`src/rtl/register_array_burst_loader.sv`:
```
// register_array_burst_loader
//    Converts a burst command (start register + word count) and a stream of
//    data words into one-hot per-register write enables and replicated packed
//    write data for a banked register array.  Register index wraps at COUNT-1.
//
// Ports
//    clock       system clock, rising edge
//    reset_n     asynchronous active-low reset
//    cmd_valid   command offered         cmd_ready   loader idle, will accept
//    cmd_base    first register index    cmd_len     words in the burst
//    data_valid  data word offered       data_ready  word accepted this cycle
//    data_in     data word               abort       terminate current burst
//    wren        one-hot write enable (registered)
//    in          packed write data, data_in replicated per slice (registered)
//    busy        burst in progress
//    done        one-cycle pulse, burst completed normally
//    error       one-cycle pulse, command rejected (base out of range)
//
// state | meaning
// ------+-------------------------------------------------------------
// IDLE  | waiting for a command; data channel closed
// BURST | accepting data words until the remaining count hits zero or abort
module register_array_burst_loader #(
   parameter int COUNT      = 8,
   parameter int WIDTH      = 36,
   parameter int ADDR_WIDTH = 3,
   parameter int LEN_WIDTH  = 4,
   localparam int TOTAL_WIDTH = COUNT * WIDTH
) (
   input  logic                   clock,
   input  logic                   reset_n,
   input  logic                   cmd_valid,
   output logic                   cmd_ready,
   input  logic [ADDR_WIDTH-1:0]  cmd_base,
   input  logic [LEN_WIDTH-1:0]   cmd_len,
   input  logic                   data_valid,
   output logic                   data_ready,
   input  logic [WIDTH-1:0]       data_in,
   input  logic                   abort,
   output logic [COUNT-1:0]       wren,
   output logic [TOTAL_WIDTH-1:0] in,
   output logic                   busy,
   output logic                   done,
   output logic                   error
);

   typedef enum logic {
      IDLE  = 1'b0,
      BURST = 1'b1
   } state_t;

   state_t                  state_q, state_d;
   logic [ADDR_WIDTH-1:0]   ptr_q, ptr_d;
   logic [LEN_WIDTH-1:0]    rem_q, rem_d;
   logic [COUNT-1:0]        wren_d;
   logic [TOTAL_WIDTH-1:0]  in_d;
   logic                    done_d, error_d;

   assign cmd_ready  = (state_q == IDLE);
   assign busy       = (state_q == BURST);
   assign data_ready = (state_q == BURST) & ~abort;

   always_ff @(posedge clock or negedge reset_n) begin
      if (!reset_n) begin
         state_q <= IDLE;
         ptr_q   <= '0;
         rem_q   <= '0;
         wren    <= '0;
         in      <= '0;
         done    <= 1'b0;
         error   <= 1'b0;
      end else begin
         state_q <= state_d;
         ptr_q   <= ptr_d;
         rem_q   <= rem_d;
         wren    <= wren_d;
         in      <= in_d;
         done    <= done_d;
         error   <= error_d;
      end
   end

   always_comb begin
      state_d = state_q;
      ptr_d   = ptr_q;
      rem_d   = rem_q;
      wren_d  = '0;
      in_d    = in;
      done_d  = 1'b0;
      error_d = 1'b0;
      case (state_q)
         IDLE: begin
            if (cmd_valid) begin
               if (int'(cmd_base) >= COUNT) begin
                  error_d = 1'b1;
               end else if (cmd_len == '0) begin
                  done_d = 1'b1;
               end else begin
                  ptr_d   = cmd_base;
                  // a burst longer than the array would only rewrite registers
                  rem_d   = (int'(cmd_len) > COUNT) ? LEN_WIDTH'(COUNT) : cmd_len;
                  state_d = BURST;
               end
            end
         end
         BURST: begin
            if (abort) begin
               state_d = IDLE;
               ptr_d   = '0;
               rem_d   = '0;
            end else if (data_valid) begin
               wren_d = COUNT'(1) << ptr_q;
               in_d   = {COUNT{data_in}};
               // explicit wrap: COUNT need not be a power of two
               ptr_d  = (ptr_q == ADDR_WIDTH'(COUNT - 1)) ? '0 : ptr_q + ADDR_WIDTH'(1);
               rem_d  = rem_q - LEN_WIDTH'(1);
               if (rem_q == LEN_WIDTH'(1)) begin
                  state_d = IDLE;
                  done_d  = 1'b1;
               end
            end
         end
         default: begin
            state_d = IDLE;
         end
      endcase
   end

endmodule

```
`config.mk`:
```
export PLATFORM = sky130hd
export DESIGN_NAME = register_array_burst_loader
export DESIGN_NICKNAME = d
export VERILOG_FILES = /design/src/rtl/register_array_burst_loader.sv
export SDC_FILE = /design/constraint.sdc
export NUM_CORES = 1
export LEC_CHECK = 0
export CAP_MARGIN = 0
export CELL_PAD_IN_SITES_DETAIL_PLACEMENT = 1
export CELL_PAD_IN_SITES_GLOBAL_PLACEMENT = 2
export CORE_MARGIN = 2
export CORE_UTILIZATION = 17
export CTS_BUF_LIST = sky130_fd_sc_hd__clkbuf_8 sky130_fd_sc_hd__clkbuf_16
export DETAILED_ROUTE_END_ITERATION = 8
export GPL_TIMING_DRIVEN = 0
export PLACE_DENSITY_LB_ADDON = 0.1
export SYNTH_ARGS = -nofsm -noshare
export SYNTH_HDL_FRONTEND = slang
export SYNTH_SLANG_ARGS = --single-unit
export TNS_END_PERCENT = 30
```
`constraint.sdc`:
```
create_clock -name clock -period 1.9 [get_ports clock]
set_input_delay 0.38 -clock clock [delete_from_list [all_inputs] [get_ports clock]]
set_output_delay 0.38 -clock clock [all_outputs]
set_load 0.02 [all_outputs]
```
**After elaboration in Yosys (flattened, before gate mapping)**

Cells that the tools add are included.

- Add/sub/neg operators: 2
- $lt $le $gt $ge: 1
- Eq/ne operators: 5
- Shift operators: 1
- Mux-type cells: 27
- Bitwise operators: 3
- Reductions and logical operators: 3

Operator list:

| cell | number |
|---|---|
| 8-bit 2-to-1 mux | 3 |
| 4-bit 2-to-1 mux | 5 |
| 3-bit 2-to-1 mux | 5 |
| 1-bit 2-to-1 mux | 10 |
| 4-bit one-hot mux with 2 select lines | 1 |
| 1-bit by 3-bit << shifter with 8-bit output (first input constant) | 1 |
| 3-bit one-hot mux with 2 select lines | 1 |
| 3-bit AND reduction | 2 |
| 4-bit by 1-bit equality test with 1-bit output (second input constant) | 1 |
| 4-bit greater-than comparator (second input constant) | 1 |
| 4-bit logical NOT | 1 |
| 2-bit inequality test (second input constant) | 2 |
| 1-bit one-hot mux with 2 select lines | 2 |
| 4-bit by 1-bit subtractor with 4-bit output (second input constant) | 1 |
| 3-bit by 1-bit adder with 3-bit output (second input constant) | 1 |
| 3-bit equality test (second input constant) | 1 |
| 3-bit inequality test (second input constant) | 1 |
| 1-bit NOT | 2 |
| 1-bit AND | 1 |

- Register bits: 305
- Input bits: 48
- Output and inout bits: 301
- Logic and storage cells: 48

**Logic depth before layout (Yosys ltp)**

Gate-level depths: netlist (run 1).

- Depth in word-level cells: 5
- Depth in mapped cells: 6
- Gate-level depth less buffers: 5

**Worst setup path before layout (run 1)**

OpenSTA, ideal clock, no wires.

- Path type: register to register
- From: register state_q, in the netlist busy
- To: register in[263]
- Setup time: 0.125 ns
- Data arrival time: 1.644 ns
- Data required time: 1.775 ns
- Path slack: 0.131 ns
- Cell stages (with the launch flop): 7
- Buffers on the path: 2
- Period minus slack after synthesis: 1.769 ns
- Path through: dfrtp_1 > nand2b_1 > inv_2 > and2_1 > buf_2 > buf_2 > mux2_2

- Longest elaborated chain between the ends: 1

RTL lines:

| element | line | RTL |
|---|---|---|
| from (decl) | 52 | `state_t state_q, state_d;` |
| from (signal assigned) | 73 | `state_q <= state_d;` |
| 3-bit AND reduction (no line) | n/a |  |
| to (signal assigned) | 77 | `in <= in_d;` |
| to (decl) | 41 | `output logic [TOTAL_WIDTH-1:0] in,` |

Every way passes these cells.
A chain may end at the register's enable or synchronous reset.

**Worst setup path after layout (run 1)**

- From: input port cmd_len[0]
- To: register ptr_q[0]

- Longest elaborated chain between the ends: 3

RTL lines:

| element | line | RTL |
|---|---|---|
| from (decl) | 35 | `input logic [LEN_WIDTH-1:0] cmd_len,` |
| 4-bit logical NOT | 96 | `end else if (cmd_len == '0) begin` |
| 2-bit inequality test (no line) | n/a |  |
| 3-bit AND reduction (no line) | n/a |  |
| to (signal assigned) | 74 | `ptr_q <= ptr_d;` |
| to (decl) | 53 | `logic [ADDR_WIDTH-1:0] ptr_q, ptr_d;` |

Every way passes these cells.

==> results.sh, run 1 <==
export IMPL_cp_start_kind="primary input"
export IMPL_die_w_um=160
export IMPL_setup_viol=0
export IMPL_initial_utilization_pct=17.1
export IMPL_cts_made_buffers=5
export IMPL_ant_nets=0
export IMPL_rows=57
export IMPL_track_usage_pct=11.9
export IMPL_synth_edff_count=0
export IMPL_port_buffer_count=347
export IMPL_grt_pass1_wl_um=23400
export IMPL_drive_gt1_share_pct=69.3
export IMPL_coreArea_um2=24100
export IMPL_status="completed"
export IMPL_place_ws_ns=-0.491
export IMPL_viasPerCell=3.42
export IMPL_ios=349
export IMPL_yosysWarnings=0
export IMPL_clock_skew_ns=0.0105
export IMPL_whs_ns=0.0976
export IMPL_post_route_min_period_ns=1.86
export IMPL_path_max_fanout=7
export IMPL_ys_flop_type="dfrtp_1"
export IMPL_placed_area_um2=8020
export IMPL_fin_ws_ns=0.0380
export IMPL_syn_inst=409
export IMPL_fin_cells=1100
export IMPL_drc_errors=0
export IMPL_cts_tree="done"
export IMPL_worstSkewPairLatency_ns=0.31
export IMPL_crit_path_end_kind="register"
export IMPL_grt_use_met1_pct=12.3
export IMPL_clkSlewWorstSetupHoldPaths_ns=0.08
export IMPL_wire_per_inst_um=14.8
export IMPL_cap_violations=0
export IMPL_powerDensity_nw_per_um2=1860
export IMPL_die_y_um=160
export IMPL_utilization_pct=32.9
export IMPL_root_buffer="clkbuf_16"
export IMPL_ir_drop_v=0.000557
export IMPL_critPathRequiredTime_ns=2.10
export IMPL_place_hpwl_um=13300
export IMPL_grt_busiest_layer="met2"
export IMPL_diodes=0
export IMPL_syn_area_per_cell_um2=10.1
export IMPL_hold_buffers=0
export IMPL_synth_cell_type_count=36
export IMPL_min_path_type="in -> async"
export IMPL_vias=3758
export IMPL_place_congestion=0.697
export IMPL_rsz0062_at_grt="false"
export IMPL_power_leakage_nw=4.28
export IMPL_final_nets=831
export IMPL_placed_cells=1081
export IMPL_final_cell_area_um2=7930
export IMPL_htree_num_levels=2
export IMPL_hold_violations=0
export IMPL_drt_iter0_drc=71
export IMPL_area_delta_synth_final_pct=92.1
export IMPL_dr_pass1_iters=4
export IMPL_dieArea_um2=25500
export IMPL_grt_antenna_before_repair=0
export IMPL_grtUsageMet2_pct=23.0
export IMPL_async_flop_share_pct=100
export IMPL_synth_seq_cells=53
export IMPL_grt_pass1_vias=3664
export IMPL_max_freq_ghz=0.537
export IMPL_drt_total_wl_um=16300
export IMPL_clock_path_buffers=2
export IMPL_critPathKind="in -> reg"
export IMPL_met3_usage_pct=3.87
export IMPL_synth_fp_nets=465
export IMPL_grt_overflow=0
export IMPL_fin_crit_sh_pct=98.0
export IMPL_worstMarginPinSlew_ns=0.674
export IMPL_netlist_area_um2=4130
export IMPL_grt_max_degree=30
export IMPL_worst_ep_arrival_time_ns=2.06
export IMPL_slew_headroom_pct=55.1
export IMPL_maxSlewViolCount=0
export IMPL_yosysSeqAreaShare_pct=32.1
export IMPL_numClockSinks=53
area by class of cell:
class,instances,area (um^2)
clock inverter,3,25.0
inverter,8,30.0
clock buffer,5,125
multi-input combinational,89,836
timing repair buffer,359,3170
buffer,259,1960
sequential,53,1370
fill,2798,16200
tap,324,405
cell usage in the layout (no fill, tap or decap), types with 4 or more instances in the layout:
master             n
and3_1             9
buf_4            442
clkbuf_16          5
clkdlybuf4s50_1  112
dfrtp_1           17
dfrtp_2           36
dlygate4sd2_1     19
dlymetal6s2s_1    35
ha_1               8
inv_1              7
mux2_2            36
nor2_1             4
worst paths after layout:
check / startpoint / end / slack, ns / depth (start not counted)
min in group clock: in[256] / in[256] / 0.62 / 1
hold / removal: reset_n / in[253] / 0.1 / 1
setup / recovery: cmd_len[0] / ptr_q[0] / 0.04 / 5
setup reg to reg: busy / in[258] / 0.22 / 6
max in group asynchronous: reset_n / in[282] / 1.18 / 2
hold reg to reg: in[256] / in[256] / 0.62 / 1
cell families (layout without fill, tap and decap cells):
family                   after synthesis  in the layout  share of synthesized area, %
AO/OA/AOI/OAI                         16             16                          3.03
adder cells (fa/ha/maj)                8              8                          2.43
buffers and inverters                267            634                          47.8
flip-flops                            53             53                          32.1
multiplexers                          41             41                          11.3
other                                  1              1                        0.0908
AND/OR/NAND/NOR                       23             23                          3.24
timing repair:
| action | in CTS | in global routing |
|---|---|---|
| gates resized for setup | 138 | 141 |
| endpoints found under the setup margin | 305 | 164 |
| pin swaps | 0 | 0 |
| gates cloned | 0 | 0 |
| setup buffers | 6 | 5 |
power breakdown:
group          internal (mW)  switching, mW
Clock                  0.498          0.477
Sequential              1.57          0.807
Combinational           6.18           5.25
Total                   8.25           6.53
Yosys cell counts (2+ instances only):
library cell  instances  area (um^2)
buf_4               256         1920
dfrtp_1              53         1330
mux2_2               36          405
and3_1                9         56.3
ha_1                  8          100
inv_1                 7         26.3
nor2_1                4         15.0
mux2i_1               3         30.0
a211oi_1              2         15.0
a22oi_1               2         15.0
buf_2                 2         10.0
mux2_4                2         30.0
nor3_1                2         10.0
critical path: stages:
cell and delay [ns]:
clkdlybuf4s50_1 0.46, or4_4 0.58, a21o_1 0.21, buf_6 0.14
mux2_4 0.29
per-layer routing:
layer / part of all wire [%] / vias up
met5: 0 / -
met4: 1.9 / 0
li1: - / 1789
met2: 54 / 181
met3: 7.6 / 17
met1: 36 / 1771
flip-flops by register name, summed over array words and instances (netlist names):
name   cells
rem_q      4
wren       8
done       1
busy       1
ptr_q      3
in        36
through the flow:
stage | total power, mW | TNS [ns]
2_1_floorplan | 8.96 | 0
3_3_place_gp | 14.5 | -102.70
3_5_place_dp | 14.6 | -19.86
4_1_cts | 15.4 | -0.0157
5_1_grt | 15.6 | 0
6_report | 14.8 | 0
Power figures use the tool's default switching activity.
==> run 2, diff against run 1 <==
--- a/config.mk
+++ b/config.mk
@@ -11,6 +11,7 @@
 export CORE_MARGIN = 2
 export CORE_UTILIZATION = 17
 export CTS_BUF_LIST = sky130_fd_sc_hd__clkbuf_8 sky130_fd_sc_hd__clkbuf_16
+export CTS_CLUSTER_DIAMETER = 30
 export DETAILED_ROUTE_END_ITERATION = 8
 export GPL_TIMING_DRIVEN = 0
 export PLACE_DENSITY_LB_ADDON = 0.1
==> results of run 2 <==
Same layout as run 1: the final DEF is identical, and so are final timing and power.
==> run 3, diff against run 2 <==
--- a/config.mk
+++ b/config.mk
@@ -9,7 +9,7 @@
 export CELL_PAD_IN_SITES_DETAIL_PLACEMENT = 1
 export CELL_PAD_IN_SITES_GLOBAL_PLACEMENT = 2
 export CORE_MARGIN = 2
-export CORE_UTILIZATION = 17
+export CORE_UTILIZATION = 18
 export CTS_BUF_LIST = sky130_fd_sc_hd__clkbuf_8 sky130_fd_sc_hd__clkbuf_16
 export CTS_CLUSTER_DIAMETER = 30
 export DETAILED_ROUTE_END_ITERATION = 8
==> constraint.sdc (replaced) <==
create_clock -name clock -period 2.4 [get_ports clock]
set_input_delay 0.48 -clock clock [delete_from_list [all_inputs] [get_ports clock]]
set_output_delay 0.48 -clock clock [all_outputs]
set_load 0.02 [all_outputs]
==> run 3 against run 2 <==
Against the previous run:
- die area shrank 5.4%
- first-iteration DRC count grew 68%
- design area grew 2.4%
- hold slack gained 0.14 ns
- sequential power shrank 23%
- flip-flop and latch count is the same
- worst setup slack gained 0.18 ns
- core utilization grew 3.1 points
- critical path depth shrank 1
==> results.sh, run 3 (synthesized netlist as in run 1, its figures left out) <==
export IMPL_status="completed"
export IMPL_area_delta_synth_final_pct=96.8
export IMPL_drc_errors=0
export IMPL_critPathKind="in -> out"
export IMPL_place_hpwl_um=12800
export IMPL_grt_antenna_before_repair=0
export IMPL_regMostFlops="in"
export IMPL_dr_pass1_iters=4
export IMPL_final_common_cell="clkdlybuf4s50_1"
export IMPL_power_leakage_nw=3.72
export IMPL_critPathRequiredTime_ns=1.92
export IMPL_max_stage_delay_ns=0.46
export IMPL_grt_max_degree=32
export IMPL_track_usage_pct=11.7
export IMPL_ios=349
export IMPL_power_mw=12.1
export IMPL_maxSlewViolCount=0
export IMPL_cts_tree="done"
export IMPL_path_buf_inv=3
export IMPL_cap_violations=0
export IMPL_rsz0062_at_grt="false"
export IMPL_root_buffer="clkbuf_16"
export IMPL_cts_made_buffers=5
export IMPL_clock_skew_ns=0.00761
export IMPL_n_fill_cell=2523
export IMPL_coreArea_um2=22600
export IMPL_cts_resized=1
export IMPL_hold_buffers=0
export IMPL_ir_drop_v=0.000537
export IMPL_worstMarginPinSlew_ns=0.766
export IMPL_fin_crit_sh_pct=91.1
export IMPL_max_freq_ghz=0.457
export IMPL_path_max_fanout=10
export IMPL_diodes=0
export IMPL_worst_ep_arrival_time_ns=1.71
export IMPL_grt_pass1_vias=3581
export IMPL_rrSetupSlack_ns=0.49
export IMPL_drive_gt1_share_pct=40.7
export IMPL_whs_ns=0.241
export IMPL_setup_viol=0
export IMPL_post_cts_setup_buffer_count=0
export IMPL_ant_nets=0
export IMPL_final_nets=820
export IMPL_crit_path_end_kind="primary output"
export IMPL_largest_reg_flops=36
export IMPL_port_buffer_count=347
export IMPL_die_w_um=155
export IMPL_worstSkewPairLatency_ns=0.30
export IMPL_numClockSinks=53
export IMPL_place_congestion=0.717
export IMPL_rows=55
export IMPL_clock_path_buffers=2
export IMPL_wire_per_inst_um=14.2
export IMPL_grt_overflow=0
export IMPL_grt_pass1_wl_um=21700
export IMPL_layout_common_cells="clkdlybuf4s50_1 (345), buf_4 (256), dfrtp_1 (53)"
export IMPL_path_cells="clkdlybuf4s50_1, nand2b_1, inv_2, dlygate4sd2_1"
export IMPL_die_y_um=155
export IMPL_cp_start_kind="primary input"
export IMPL_hold_violations=0
export IMPL_critical_path_top_delay_family="buffers and inverters"
export IMPL_dieArea_um2=24200
export IMPL_clkSlewWorstSetupHoldPaths_ns=0.08
export IMPL_reg_top3="in x36, wren x8, rem_q x4"
export IMPL_vias=3676
export IMPL_drt_iter0_drc=119
export IMPL_min_path_type="in -> async"
export IMPL_htree_num_levels=2
export IMPL_post_route_min_period_ns=2.19
export IMPL_drt_total_wl_um=14900
export IMPL_powerDensity_nw_per_um2=1490
export IMPL_initial_utilization_pct=18.3
export IMPL_slew_headroom_pct=48.9
export IMPL_cp_slowest_cell="clkdlybuf4s50_1"
export IMPL_viasPerCell=3.50
[run 3: cell types whose count changed in the layout (fill, tap and decap cells not counted), moves of 18 or more]
cell             change
dfrtp_1             +36
dfrtp_2             -36
dlymetal6s2s_1      -35
dlygate4sd2_1       -18
buf_4              -186
clkdlybuf4s50_1    +233
[run 3: final cells by class]
cell class                      instances  area (um^2)  share of cell area (%)
Timing Repair Buffer                  348         3490                    42.9
Inverter                                8         30.0                   0.370
Tap cell                              285          357                    4.39
Buffer                                259         1940                    23.9
Multi-Input combinational cell         89          828                    10.2
Sequential cell                        53         1330                    16.3
Clock buffer                            5          125                    1.54
Clock inverter                          3         25.0                   0.308
[run 3: worst paths after layout]
path,startpoint,to,cells past startpoint
setup / recovery,abort,data_ready,4
min in group clock,ptr_q[2],ptr_q[2],1
setup reg to reg,busy,in[263],6
max in group asynchronous,reset_n,in[277],2
hold / removal,reset_n,in[283],1
hold reg to reg,ptr_q[2],ptr_q[2],1
[run 3: through the flow]
step                utilization [%]  TNS, ns  cell area [um^2]  worst slack, ns  instances
detailed placement             35.3    -2.73              7970           -0.115       1042
CTS                            36.0        0              8120            0.193       1050
global placement               35.3   -55.54              7960           -0.998       1041
global route                   36.0        0              8120           0.0920       1050
finish                         36.0        0              8120            0.214       1050
floorplan                         -        0              4130            0.631        409
[run 3: worst register-to-register path, stage by stage (launching register included)]
cell and delay, ns:
dfrtp_1 0.49, nand2b_1 0.16, inv_2 0.18, and2_1 0.14, buf_2 0.21, buf_2 0.26
mux2_2 0.36
[run 3: metal layers]
layer	GRT usage, %	vias up	wire length (um)
met4	4.28	0	372
met1	12.1	1725	5390
met5	0	-	0
met2	22.9	166	8280
li1	-	1765	-
met3	2.40	20	886
[run 3: power by group]
part / switching, mW / internal (mW) / leakage [nW] / total (mW)
sequential: 0.652 / 1.19 / 0.649 / 1.84
clock: 0.372 / 0.396 / 0.0708 / 0.768
combinational: 4.04 / 5.45 / 3.00 / 9.49
total: 5.07 / 7.04 / 3.72 / 12.1
